===== src/rtl/sd_spi_pkg.sv =====
// Shared types and SD-card protocol constants for the SPI master.
package sd_spi_pkg;

    typedef enum logic [1:0] {
        ST_IDLE = 2'd0,
        ST_LOW  = 2'd1,
        ST_HIGH = 2'd2,
        ST_DONE = 2'd3
    } spi_state_t;

    localparam logic [7:0] SD_IDLE_BYTE   = 8'hFF;
    localparam logic [7:0] SD_START_TOKEN = 8'hFE;
    localparam logic [7:0] SD_R1_IDLE     = 8'h01;

    localparam logic [2:0] LAST_BIT = 3'd7;

endpackage


===== src/rtl/sd_spi_master_if.sv =====
// Byte handshake plus SPI pins between the SD SPI master and its surroundings.
interface sd_spi_master_if;

    logic       cs_req;
    logic [7:0] tx_data;
    logic       tx_valid;
    logic       tx_ready;
    logic [7:0] rx_data;
    logic       rx_valid;
    logic       busy;
    logic       sck;
    logic       mosi;
    logic       miso;
    logic       ss_n;

    modport master (
        input  cs_req, tx_data, tx_valid, miso,
        output tx_ready, rx_data, rx_valid, busy, sck, mosi, ss_n
    );

    modport slave (
        output cs_req, tx_data, tx_valid, miso,
        input  tx_ready, rx_data, rx_valid, busy, sck, mosi, ss_n
    );

endinterface


===== src/rtl/sd_spi_clkgen.sv =====
// Half-period counter: strobes once every CLK_DIV ce-qualified cycles while run is high.
module sd_spi_clkgen #(
    parameter int CLK_DIV = 2
) (
    input  logic clk_sys,
    input  logic reset_n,
    input  logic ce,
    input  logic run,
    output logic half_stb
);

    localparam logic [7:0] LAST_CNT = 8'(CLK_DIV - 1);

    logic [7:0] cnt_q;

    assign half_stb = run && ce && (cnt_q == LAST_CNT);

    // Held at zero outside a transfer so every byte starts a fresh half-period.
    always_ff @(posedge clk_sys) begin
        if (!reset_n || !run) begin
            cnt_q <= 8'd0;
        end else if (ce) begin
            cnt_q <= half_stb ? 8'd0 : cnt_q + 8'd1;
        end
    end

endmodule


===== src/rtl/sd_spi_master.sv =====
// SPI mode-0 byte master for an SD card: MSB first, idle line high, registered miso sampling.
module sd_spi_master
    import sd_spi_pkg::*;
#(
    parameter int CLK_DIV = 2
) (
    input  logic            clk_sys,
    input  logic            reset_n,
    input  logic            ce,
    sd_spi_master_if.master bus
);

    spi_state_t state_q, state_d;
    logic [2:0] bit_cnt_q;
    logic [7:0] tx_shift_q;
    logic [7:0] rx_shift_q;
    logic [7:0] rx_data_q;
    logic       rx_valid_q;
    logic       ss_n_q;
    logic       miso_p1;
    logic       run;
    logic       half_stb;
    logic       tx_ready;
    logic       accept;
    logic       sck_rise;
    logic       next_bit;

    assign run = (state_q == ST_LOW) || (state_q == ST_HIGH);

    sd_spi_clkgen #(.CLK_DIV(CLK_DIV)) u_clkgen (
        .clk_sys  (clk_sys),
        .reset_n  (reset_n),
        .ce       (ce),
        .run      (run),
        .half_stb (half_stb)
    );

    assign tx_ready = (state_q == ST_IDLE) && !ss_n_q && bus.cs_req;

    always_ff @(posedge clk_sys) begin
        if (!reset_n) state_q <= ST_IDLE;
        else          state_q <= state_d;
    end

    always_comb begin
        state_d  = state_q;
        accept   = 1'b0;
        sck_rise = 1'b0;
        next_bit = 1'b0;
        case (state_q)
            ST_IDLE: if (bus.tx_valid && tx_ready) begin
                accept  = 1'b1;
                state_d = ST_LOW;
            end
            ST_LOW: if (half_stb) begin
                sck_rise = 1'b1;
                state_d  = ST_HIGH;
            end
            ST_HIGH: if (half_stb) begin
                if (bit_cnt_q != LAST_BIT) begin
                    next_bit = 1'b1;
                    state_d  = ST_LOW;
                end else begin
                    state_d = ST_DONE;
                end
            end
            ST_DONE: state_d = ST_IDLE;
            default: state_d = ST_IDLE;
        endcase
    end

    // Control: bit counter, select line, receive strobe.
    always_ff @(posedge clk_sys) begin
        if (!reset_n) begin
            bit_cnt_q  <= 3'd0;
            ss_n_q     <= 1'b1;
            rx_valid_q <= 1'b0;
            rx_data_q  <= 8'h00;
        end else begin
            rx_valid_q <= 1'b0;
            if (state_q == ST_IDLE) ss_n_q <= ~bus.cs_req;
            if (accept)             bit_cnt_q <= 3'd0;
            else if (next_bit)      bit_cnt_q <= bit_cnt_q + 3'd1;
            if (state_q == ST_DONE) begin
                rx_valid_q <= 1'b1;
                rx_data_q  <= rx_shift_q;
            end
        end
    end

    // Stage p1: miso registered once, then shifted in on the rising-sck cycle.
    always_ff @(posedge clk_sys) begin
        miso_p1 <= bus.miso;
        if (accept)        tx_shift_q <= bus.tx_data;
        else if (next_bit) tx_shift_q <= {tx_shift_q[6:0], 1'b0};
        if (sck_rise)      rx_shift_q <= {rx_shift_q[6:0], miso_p1};
    end

    assign bus.tx_ready = tx_ready;
    assign bus.sck      = (state_q == ST_HIGH);
    assign bus.mosi     = run ? tx_shift_q[7] : SD_IDLE_BYTE[7];
    assign bus.busy     = (state_q != ST_IDLE);
    assign bus.ss_n     = ss_n_q;
    assign bus.rx_data  = rx_data_q;
    assign bus.rx_valid = rx_valid_q;

endmodule


===== src/flat_wrapper.sv =====
// flat-port wrapper written by rule: the top's interface ports become plain ports
module sd_spi_master_flat import sd_spi_pkg::*;
#(
    parameter int CLK_DIV = 2
)
  (clk_sys, reset_n, ce, bus_cs_req, bus_tx_data, bus_tx_valid, bus_miso, bus_tx_ready, bus_rx_data, bus_rx_valid, bus_busy, bus_sck, bus_mosi, bus_ss_n);
  sd_spi_master_if bus_i ();
  input  logic clk_sys;
  input  logic reset_n;
  input  logic ce;
  input wire logic [$bits(bus_i.cs_req)-1:0] bus_cs_req;
  input wire logic [$bits(bus_i.tx_data)-1:0] bus_tx_data;
  input wire logic [$bits(bus_i.tx_valid)-1:0] bus_tx_valid;
  input wire logic [$bits(bus_i.miso)-1:0] bus_miso;
  output wire logic [$bits(bus_i.tx_ready)-1:0] bus_tx_ready;
  output wire logic [$bits(bus_i.rx_data)-1:0] bus_rx_data;
  output wire logic [$bits(bus_i.rx_valid)-1:0] bus_rx_valid;
  output wire logic [$bits(bus_i.busy)-1:0] bus_busy;
  output wire logic [$bits(bus_i.sck)-1:0] bus_sck;
  output wire logic [$bits(bus_i.mosi)-1:0] bus_mosi;
  output wire logic [$bits(bus_i.ss_n)-1:0] bus_ss_n;
  assign bus_i.cs_req = bus_cs_req;
  assign bus_i.tx_data = bus_tx_data;
  assign bus_i.tx_valid = bus_tx_valid;
  assign bus_i.miso = bus_miso;
  assign bus_tx_ready = bus_i.tx_ready;
  assign bus_rx_data = bus_i.rx_data;
  assign bus_rx_valid = bus_i.rx_valid;
  assign bus_busy = bus_i.busy;
  assign bus_sck = bus_i.sck;
  assign bus_mosi = bus_i.mosi;
  assign bus_ss_n = bus_i.ss_n;
  sd_spi_master #(.CLK_DIV(CLK_DIV)) u_core (.clk_sys(clk_sys), .reset_n(reset_n), .ce(ce), .bus(bus_i));
endmodule

===== config.mk =====
export PLATFORM = sky130hd
export DESIGN_NAME = sd_spi_master_flat
export DESIGN_NICKNAME = d
export VERILOG_FILES = /design/src/rtl/sd_spi_pkg.sv /design/src/rtl/sd_spi_master_if.sv /design/src/rtl/sd_spi_clkgen.sv /design/src/rtl/sd_spi_master.sv /design/src/flat_wrapper.sv
export SDC_FILE = /design/constraint.sdc
export NUM_CORES = 1
export LEC_CHECK = 0
export BUFFER_PORTS_ARGS = -buffer_cell sky130_fd_sc_hd__buf_2
export CORE_MARGIN = 2
export CORE_UTILIZATION = 55
export CTS_BUF_LIST = sky130_fd_sc_hd__clkbuf_8
export DETAILED_ROUTE_END_ITERATION = 10
export PLACE_DENSITY_LB_ADDON = 0.05
export SLEW_MARGIN = 20
export SYNTH_ARGS = -nofsm -noshare
export SYNTH_HDL_FRONTEND = slang
export SYNTH_SLANG_ARGS = --single-unit
export TNS_END_PERCENT = 30

===== constraint.sdc =====
create_clock -name clk_sys -period 3.7 [get_ports clk_sys]
set_input_delay 0.37 -clock clk_sys [delete_from_list [all_inputs] [get_ports clk_sys]]
set_output_delay 0.37 -clock clk_sys [all_outputs]
set_load 0.02 [all_outputs]

==> results of run 1 <==
==> registers in the layout, indices dropped and copies added, names as in the netlist <==
name / count
u_core.u_clkgen.cnt_q: 8
u_core.bus.ss_n: 1
u_core.rx_shift_q: 8
u_core.state_q: 2
u_core.miso_p1: 1
u_core.bus.rx_valid: 1
u_core.bit_cnt_q: 3
u_core.tx_shift_q: 8
u_core.bus.rx_data: 8
==> worst max-delay path, stage by stage (launching register included) <==
cell and delay (ns):
dfxtp_1 0.42, inv_1 0.11, ha_1 0.41, and4bb_1 0.29, and3_1 0.18, and2_1 0.35
==> layer usage <==
layer,up-vias,routed length (µm)
li1,542,-
met2,17,1310
met4,0,59
met1,504,1310
met3,6,113
met5,-,0
==> stage by stage <==
stage	instances	hold slack [ns]	power, mW
CTS	204	0.165	0.934
global placement	196	0.405	0.645
floorplan	137	0.386	0.608
finish	204	0.174	0.924
detailed placement	196	0.420	0.655
global route	204	0.160	0.974
==> final timing paths <==
path                     endpoint  slack, ns
max reg2reg  u_core.rx_shift_q[1]       1.59
min reg2reg  u_core.rx_shift_q[0]       0.43
max          u_core.rx_shift_q[1]       1.59
min                u_core.miso_p1       0.17
==> cell families (layout without fill, tap and decap cells) <==
kind of cell             after synthesis  in the layout  share of synthesized area (%)
AO/OA/AOI/OAI                          8              8                           3.72
XOR/XNOR                               8              8                           4.17
adder cells (fa/ha/maj)                9              9                           6.70
buffers and inverters                  6             40                           1.34
flip-flops                            40             40                           57.2
multiplexers                          17             17                           10.6
AND/OR/NAND/NOR                       49             49                           16.2
==> placed cells by master, fill, tap and decap left out, drive strengths merged <==
| cell type | n |
|---|---|
| buf | 27 |
| nor2 | 24 |
| dfxtp | 24 |
| edfxtp | 16 |
| mux2i | 10 |
| ha | 9 |
| nand2 | 9 |
| mux2 | 7 |
| inv | 5 |
| clkbuf | 5 |
| xor2 | 4 |
| xnor2 | 4 |
| nand4 | 3 |
| and3 | 2 |
| and2 | 2 |
| a21oi | 2 |
| a311oi | 2 |
| clkinv | 2 |
| nand4b | 1 |
| and4bb | 1 |
| nor3b | 1 |
| nor2b | 1 |
| nand2b | 1 |
| a31o | 1 |
| nand3b | 1 |
| a31oi | 1 |
| nor3 | 1 |
| o21ai | 1 |
| or2b | 1 |
| nand3 | 1 |
| o22ai | 1 |
| clkinvlp | 1 |
==> layout make-up <==
class                   instances  area, µm²  area share [%]
inverters                       5       18.8           0.968
well taps                      33       41.3            2.13
clock inverters                 3       16.3           0.839
flip-flops and latches         40        961            49.6
clock buffers                   5       68.8            3.55
multi-input cells              91        697            36.0
repair buffers                 27        135            6.97
==> power groups by stage <==
stage               clock [mW]  combinational (mW)  sequential (mW)
finish                   0.276               0.162            0.486
global route             0.307               0.179            0.488
CTS                      0.287               0.161            0.486
detailed placement           0               0.160            0.496
global placement             0               0.151            0.494
floorplan                    0               0.111            0.497
==> flow_metrics.tcl, run 1 <==
set metrics [dict create \
    grt_util_met2_pct 28.6 \
    die_y_um 59.3 \
    p_leak_nw 0.818 \
    grtUsageMet3_pct 6.77 \
    drtIter0Drc 36 \
    rows 20 \
    cp.required_ns 3.66 \
    drc 0 \
    hpwl_mm 2.00 \
    antenna_found_initial 0 \
    ys_top_cells_by_count "dfxtp_1, nor2_1, edfxtp_1" \
    clock_latency_ns 0.30 \
    cts-resized-gates 0 \
    grt_pass1_wl_mm 4.55 \
    cts_htree_levels 2 \
    synth_area_leaders "dfxtp_1, edfxtp_1, ha_1, mux2i_1, nor2_1" \
    worstSetupPathType "flop to flop" \
    nNetsFinal 193 \
    synth_cell_types 32 \
    synth_warnings 0 \
    ys_seq_area_share_pct 57.2 \
    ys_seq_elements 40 \
    grt_pass1_vias 1037 \
    worst-path-max-fanout 8 \
    sequentialPowerShare_pct 52.6 \
    cap_violations 0 \
    worstMarginPinSlew_ns 0.499 \
    reg2reg_from "u_core.state_q[0]" \
    routed_via_density 5.24 \
    diodes 0 \
    final_util_pct 65.1 \
    max_freq_ghz 0.475 \
    path_clk_slew_ns 0.07 \
    busiest_layer "met2" \
    cts_buffers 5 \
    p_int_mw 0.666 \
    grt_max_degree 14 \
    cts_root_buffer "clkbuf_8" \
    min_from "bus_miso" \
    io_pins 28 \
    drtAntennaViolNets 0 \
    die_w_um 59.3 \
    routed_wl_mm 2.79 \
    portBuffers 27 \
    skew_ns 0.00755 \
    cts_setup_buffers 0 \
    start_util_pct 56.4 \
    wl_per_cell_um 13.7 \
    startpoint "u_core.state_q[0]" \
    vias 1069 \
    synth_area_per_cell_um2 12.3 \
    layout-drive-gt1-share_pct 27.5 \
    power_switching_mw 0.258 \
    cp-start-kind "flop" \
    syn_inst 137 \
    powerDensity_nw_per_um2 477 \
    cts_tree "yes" \
    period_minus_slack_ns 2.11 \
    core_area_um2 2980 \
    syn_to_final_growth_pct 15.3 \
    synth_top_area_share_pct 28.6 \
    ys.flop_type "dfxtp_1" \
    final_hold_viol_count 0 \
    synth_fp_nets 160 \
    fin_crit_sh_pct 57.0 \
    combPwrFrac_pct 17.5 \
    hold_class "input pin to flop" \
    placed_area_um2 1850 \
    critPathCaptureType "flop" \
    clkPwrFrac_pct 29.9 \
    rr_worst_depth 5 \
    postCtsHoldBufs 0 \
    die_area_um2 3510 \
    gp_congestion 0.743 \
    drt_first_pass_iters 4 \
    synth_edf_count 16 \
    grt_use_met1_pct 21.2 \
    final_area_um2 1940 \
    clk_path_buf_depth 2 \
    hold_path_depth 1 \
    yosysTopAreaCell "dfxtp_1" \
    place_ws_ns 1.63 \
    async_flop_share_pct 0 \
    setup_tns_ns 0 \
    critPathArrivalTime_ns 2.07 \
    maxSlewHeadroom_pct 66.7 \
    grt_usage_pct 18.0 \
    cts.sink_count 40 \
    setup_slack_ns 1.59 \
    grt_overflow 0 \
    drv_slew 0 \
    rsz0062_at_grt "no" \
    outcome "complete, no violations" \
    fill_cells 254 \
    peakVddDrop_mv 0.297 \
    mappedNetlistArea_um2 1680 \
    p_sw_share_pct 27.9 \
    setup_viol 0 \
]
Power figures use the tool's default switching activity.
==> run 2, diff against run 1 <==
CORE_UTILIZATION = 52   (was 55)
clock period = 1.8 ns   (was 3.7 ns; I/O delays follow)
==> flow_metrics.tcl, run 2 (synthesis gave the netlist of run 1 again) <==
set metrics [dict create \
    grt_max_degree 14 \
    rsz0062_at_grt "no" \
    sequentialPowerShare_pct 47.7 \
    routed_via_density 4.99 \
    dr_wl_met3_um 111 \
    combPwrFrac_pct 18.0 \
    peakVddDrop_mv 0.649 \
    startpoint "u_core.state_q[0]" \
    drc 0 \
    reg2reg_from "u_core.state_q[0]" \
    cts_tree "yes" \
    cts.sink_count 40 \
    vias 1113 \
    portBuffers 27 \
    wl_per_cell_um 12.0 \
    die_area_um2 3700 \
    p_leak_nw 0.867 \
    gp_congestion 0.737 \
    layout-drive-gt1-share_pct 31.3 \
    cp.required_ns 1.80 \
    io_pins 28 \
    worstSetupPathType "flop to flop" \
    cts_setup_buffers 0 \
    path_clk_slew_ns 0.08 \
    wl_met1_mm 1.21 \
    cp-start-kind "flop" \
    fill_cells 274 \
    setup_tns_ns 0 \
    critPathTopFamily "simple AND/OR/NAND/NOR gates" \
    diodes 0 \
    clk_path_buf_depth 2 \
    mostFrequentLayoutCell "buf_2" \
    p_int_mw 1.55 \
    cts_buffers 5 \
    cap_violations 0 \
    final_area_um2 2050 \
    die_y_um 60.8 \
    syn_to_final_growth_pct 21.7 \
    p_sw_share_pct 25.4 \
    rr_worst_depth 5 \
    worst-path-max-fanout 8 \
    clock_latency_ns 0.29 \
    core_area_um2 3050 \
    met2_wirelength_mm 1.31 \
    drtAntennaViolNets 0 \
    critPathArrivalTime_ns 1.67 \
    routed_wl_mm 2.67 \
    clkPwrFrac_pct 34.3 \
    outcome "complete, no violations" \
    drtIter0Drc 46 \
    final_hold_viol_count 0 \
    hpwl_mm 2.06 \
    grt_overflow 0 \
    rrSetupSlack_ns 0.13 \
    grt_pass1_vias 1059 \
    skew_ns 0.00610 \
    cts_htree_levels 2 \
    die_w_um 60.8 \
    path_buf_inv 1 \
    antenna_found_initial 0 \
    cp.depth 5 \
    mostFrequentLayoutCells "buf_2, nor2_1, dfxtp_1" \
    critPathCaptureType "flop" \
    cts_root_buffer "clkbuf_8" \
    period_minus_slack_ns 1.67 \
    grt_usage_pct 17.5 \
    cpMaxStageDelayCell "dfxtp_1" \
    drv_slew 0 \
    hold_class "input pin to flop" \
    cp-endpoint "u_core.rx_shift_q[0]" \
    fin_crit_sh_pct 92.9 \
    max_stage_delay_ns 0.34 \
    powerDensity_nw_per_um2 1010 \
    max_freq_ghz 0.598 \
    timing.hold.ws_ns 0.142 \
    crit_chain "inv_1 -> ha_1 -> and4bb_1 -> and3_1 -> and2_4" \
    grt_pass1_wl_mm 4.57 \
    maxSlewHeadroom_pct 67.1 \
    rows 20 \
    nNetsFinal 201 \
    final_util_pct 67.0 \
    setup_viol 0 \
    placed_area_um2 1920 \
    drt_first_pass_iters 4 \
    worstReg2RegEnd "u_core.rx_shift_q[0]" \
    worstMarginPinSlew_ns 0.493 \
    power_switching_mw 0.527 \
    start_util_pct 55.0 \
    top_layer "met4" \
]
[run 2: cell types whose count changed in the layout (fill, tap and decap cells not counted)]
cell           previous run  this run
nand2_2                   1         2
buf_4                     0         7
inv_1                     5         4
and2_1                    2         1
bufinv_16                 0         1
clkinv_2                  1         0
clkinvlp_4                1         0
clkinv_1                  1         2
nand2_1                   8         7
clkinv_4                  0         1
dlygate4sd3_1             0         1
and2_4                    0         1
[run 2: area by class of cell]
class                   count  area (µm²)  share of cell area, %
multi-input cells          91         702                   34.3
clock inverters             3        42.5                   2.08
well taps                  44        55.1                   2.69
clock buffers               5        68.8                   3.36
flip-flops and latches     40         961                   47.0
inverters                   5        18.8                  0.917
repair buffers             35         198                   9.66
[run 2: power groups by stage]
stage	Sequential [mW]	Combinational (mW)	Clock, mW
after floorplan	1.02	0.228	0
after global placement	1.01	0.363	0
after detailed placement	1.01	0.374	0
after CTS	0.989	0.377	0.734
after global routing	0.992	0.420	0.777
final	0.989	0.373	0.711
[run 2: how the worst min path moves through the flow]
stage          startpoint              end  cells past startpoint
2_1_floorplan    bus_miso   u_core.miso_p1                      0
3_3_place_gp     bus_miso   u_core.miso_p1                      1
3_5_place_dp     bus_miso   u_core.miso_p1                      1
4_1_cts           reset_n  u_core.bus.ss_n                      2
5_1_grt           reset_n  u_core.bus.ss_n                      2
6_report          reset_n  u_core.bus.ss_n                      2
[run 2: layer usage]
metal	vias to the layer above	GRT usage (%)
met2	18	28.0
met5	-	0
li1	561	-
met4	0	7.76
met1	530	20.3
met3	4	7.68
[run 2: worst reg2reg max path: stages, from the launching register on]
cell      delay, ns
dfxtp_1        0.34
inv_1          0.07
ha_1           0.30
and4bb_1       0.27
and3_1         0.20
and2_4         0.21
[run 2: per-stage QoR]
| stage | instances | total power, mW | worst slack (ns) |
|---|---|---|---|
| 3_5_place_dp | 214 | 1.38 | 0.0558 |
| 3_3_place_gp | 214 | 1.37 | 0.115 |
| 2_1_floorplan | 137 | 1.25 | -0.0313 |
| 4_1_cts | 223 | 2.10 | 0.0480 |
| 6_report | 223 | 2.07 | 0.128 |
| 5_1_grt | 223 | 2.19 | 0.0246 |
[run 2: what timing repair did]
action / CTS / global route
setup endpoints to repair: 0 / 16
gates resized for setup: 0 / 2
hold buffers: 1 / 0
endpoints found under the hold margin: 1 / 0
==> run 3, diff against run 2 <==
BUFFER_PORTS_ARGS = default   (was -buffer_cell sky130_fd_sc_hd__buf_2)
CORE_UTILIZATION = 55   (was 52)
DONT_BUFFER_PORTS = 1   (was default)
==> flow_metrics.tcl, run 3 (synthesis gave the netlist of run 1 again) <==
set metrics [dict create \
    mostFrequentLayoutCells "nor2_1, dfxtp_1, edfxtp_1" \
    final_hold_viol_count 0 \
    maxSlewHeadroom_pct 65.7 \
    cap_violations 0 \
    period_minus_slack_ns 1.69 \
    critPathCaptureType "flop" \
    antenna_found_initial 0 \
    worstSetupPathType "flop to flop" \
    dp_cells 177 \
    setup_viol 0 \
    rsz0062_at_grt "no" \
    peakVddDrop_mv 0.510 \
    die_w_um 59.3 \
    drv_slew 0 \
    grt_max_degree 13 \
    routed_wl_mm 2.51 \
    drc 0 \
    grt_pass1_wl_mm 4.08 \
    rows 20 \
    p_leak_nw 0.745 \
    outcome "complete, no violations" \
    portBuffers 0 \
    fin_crit_sh_pct 94.1 \
    drtAntennaViolNets 0 \
    cts_buffers 5 \
    cpMaxStageDelayCell "dfxtp_1" \
    routed_via_density 5.31 \
    nNetsFinal 177 \
    cts_tree "yes" \
    drtIter0Drc 33 \
    seq_area_um2 961 \
    cts_root_buffer "clkbuf_8" \
    max_stage_delay_ns 0.34 \
    final_area_um2 1900 \
    gp_congestion 0.732 \
    grt_usage_pct 16.2 \
    vias 998 \
    hold_class "input pin to flop" \
    fill_cells 256 \
    worstMarginPinSlew_ns 0.515 \
    fin_cells 188 \
    clock_latency_ns 0.29 \
    io_pins 28 \
    path_clk_slew_ns 0.08 \
    die_area_um2 3510 \
    cts_htree_levels 2 \
    cp.required_ns 1.79 \
    cp-start-kind "flop" \
    p_total_mw 1.87 \
    hpwl_mm 1.87 \
    placed_area_um2 1780 \
    grt_overflow 0 \
    powerDensity_nw_per_um2 988 \
    grt_pass1_vias 977 \
    crit_chain "inv_1 -> ha_1 -> and4bb_1 -> and3_1 -> and2_4" \
    worst-path-max-fanout 8 \
    layout-drive-gt1-share_pct 18.7 \
    syn_to_final_growth_pct 12.9 \
    core_area_um2 2980 \
    skew_ns 0.00654 \
    wl_per_cell_um 13.4 \
    critPathArrivalTime_ns 1.69 \
    cts.sink_count 40 \
    drt_first_pass_iters 4 \
    max_freq_ghz 0.591 \
    setup_tns_ns 0 \
    critPathTopFamily "simple AND/OR/NAND/NOR gates" \
    final_util_pct 63.7 \
    start_util_pct 56.4 \
    diodes 0 \
    multi_input_area_um2 702 \
    die_y_um 59.3 \
    path_buf_inv 1 \
    clk_path_buf_depth 2 \
]
[run 3: timing repair]
action	CTS	global route
gates resized for setup	0	2
buffers inserted	0	0
hold buffers	3	0
endpoints found under the hold margin	3	0
setup endpoints to repair	0	16
[run 3: worst register-to-register path: cells and delay by family, from the launching register on]
kind | cells | cell delay, ns
simple gates | 3 | 0.67
flops | 1 | 0.34
fa+ha+maj | 1 | 0.30
buf+inv | 1 | 0.08
[run 3: worst paths after layout]
kind | from | to | slack (ns) | depth (start not counted)
max | u_core.state_q[0] | u_core.rx_shift_q[1] | 0.11 | 5
min | ce | u_core.u_clkgen.cnt_q[0] | 0.03 | 2
max reg2reg | u_core.state_q[0] | u_core.rx_shift_q[1] | 0.11 | 5
min reg2reg | u_core.miso_p1 | u_core.rx_shift_q[0] | 0.42 | 0
[run 3: final cells by class]
class                      instances  share of cell area [%]
multi-input combinational         91                    37.0
clock inverter                     3                   0.792
clock buffer                       5                    3.63
sequential                        40                    50.7
timing repair buffer              11                    4.75
inverter                           5                   0.989
tap                               33                    2.18
[run 3: where the power goes]
| part | switching (mW) | leakage [nW] | total, mW | internal (mW) |
|---|---|---|---|---|
| combinational | 0.186 | 0.363 | 0.326 | 0.141 |
| clock | 0.286 | 0.0430 | 0.549 | 0.263 |
| sequential | 0.0260 | 0.339 | 0.999 | 0.973 |
| total | 0.498 | 0.745 | 1.87 | 1.38 |
[run 3: routing by layer]
layer,global-route usage (%),wire length (µm),vias up
li1,-,-,509
met1,18.1,1090,468
met2,26.4,1250,17
met3,8.08,129,4
met4,6.17,35,0
met5,0,0,-
[run 3: metrics by stage]
stage	setup WS (ns)	hold slack (ns)
finish	0.107	0.0344
global route	0.0500	0.0204
CTS	0.0499	0.0300
detailed placement	0.0686	0.208
global placement	0.118	0.208
floorplan	-0.0313	0.208
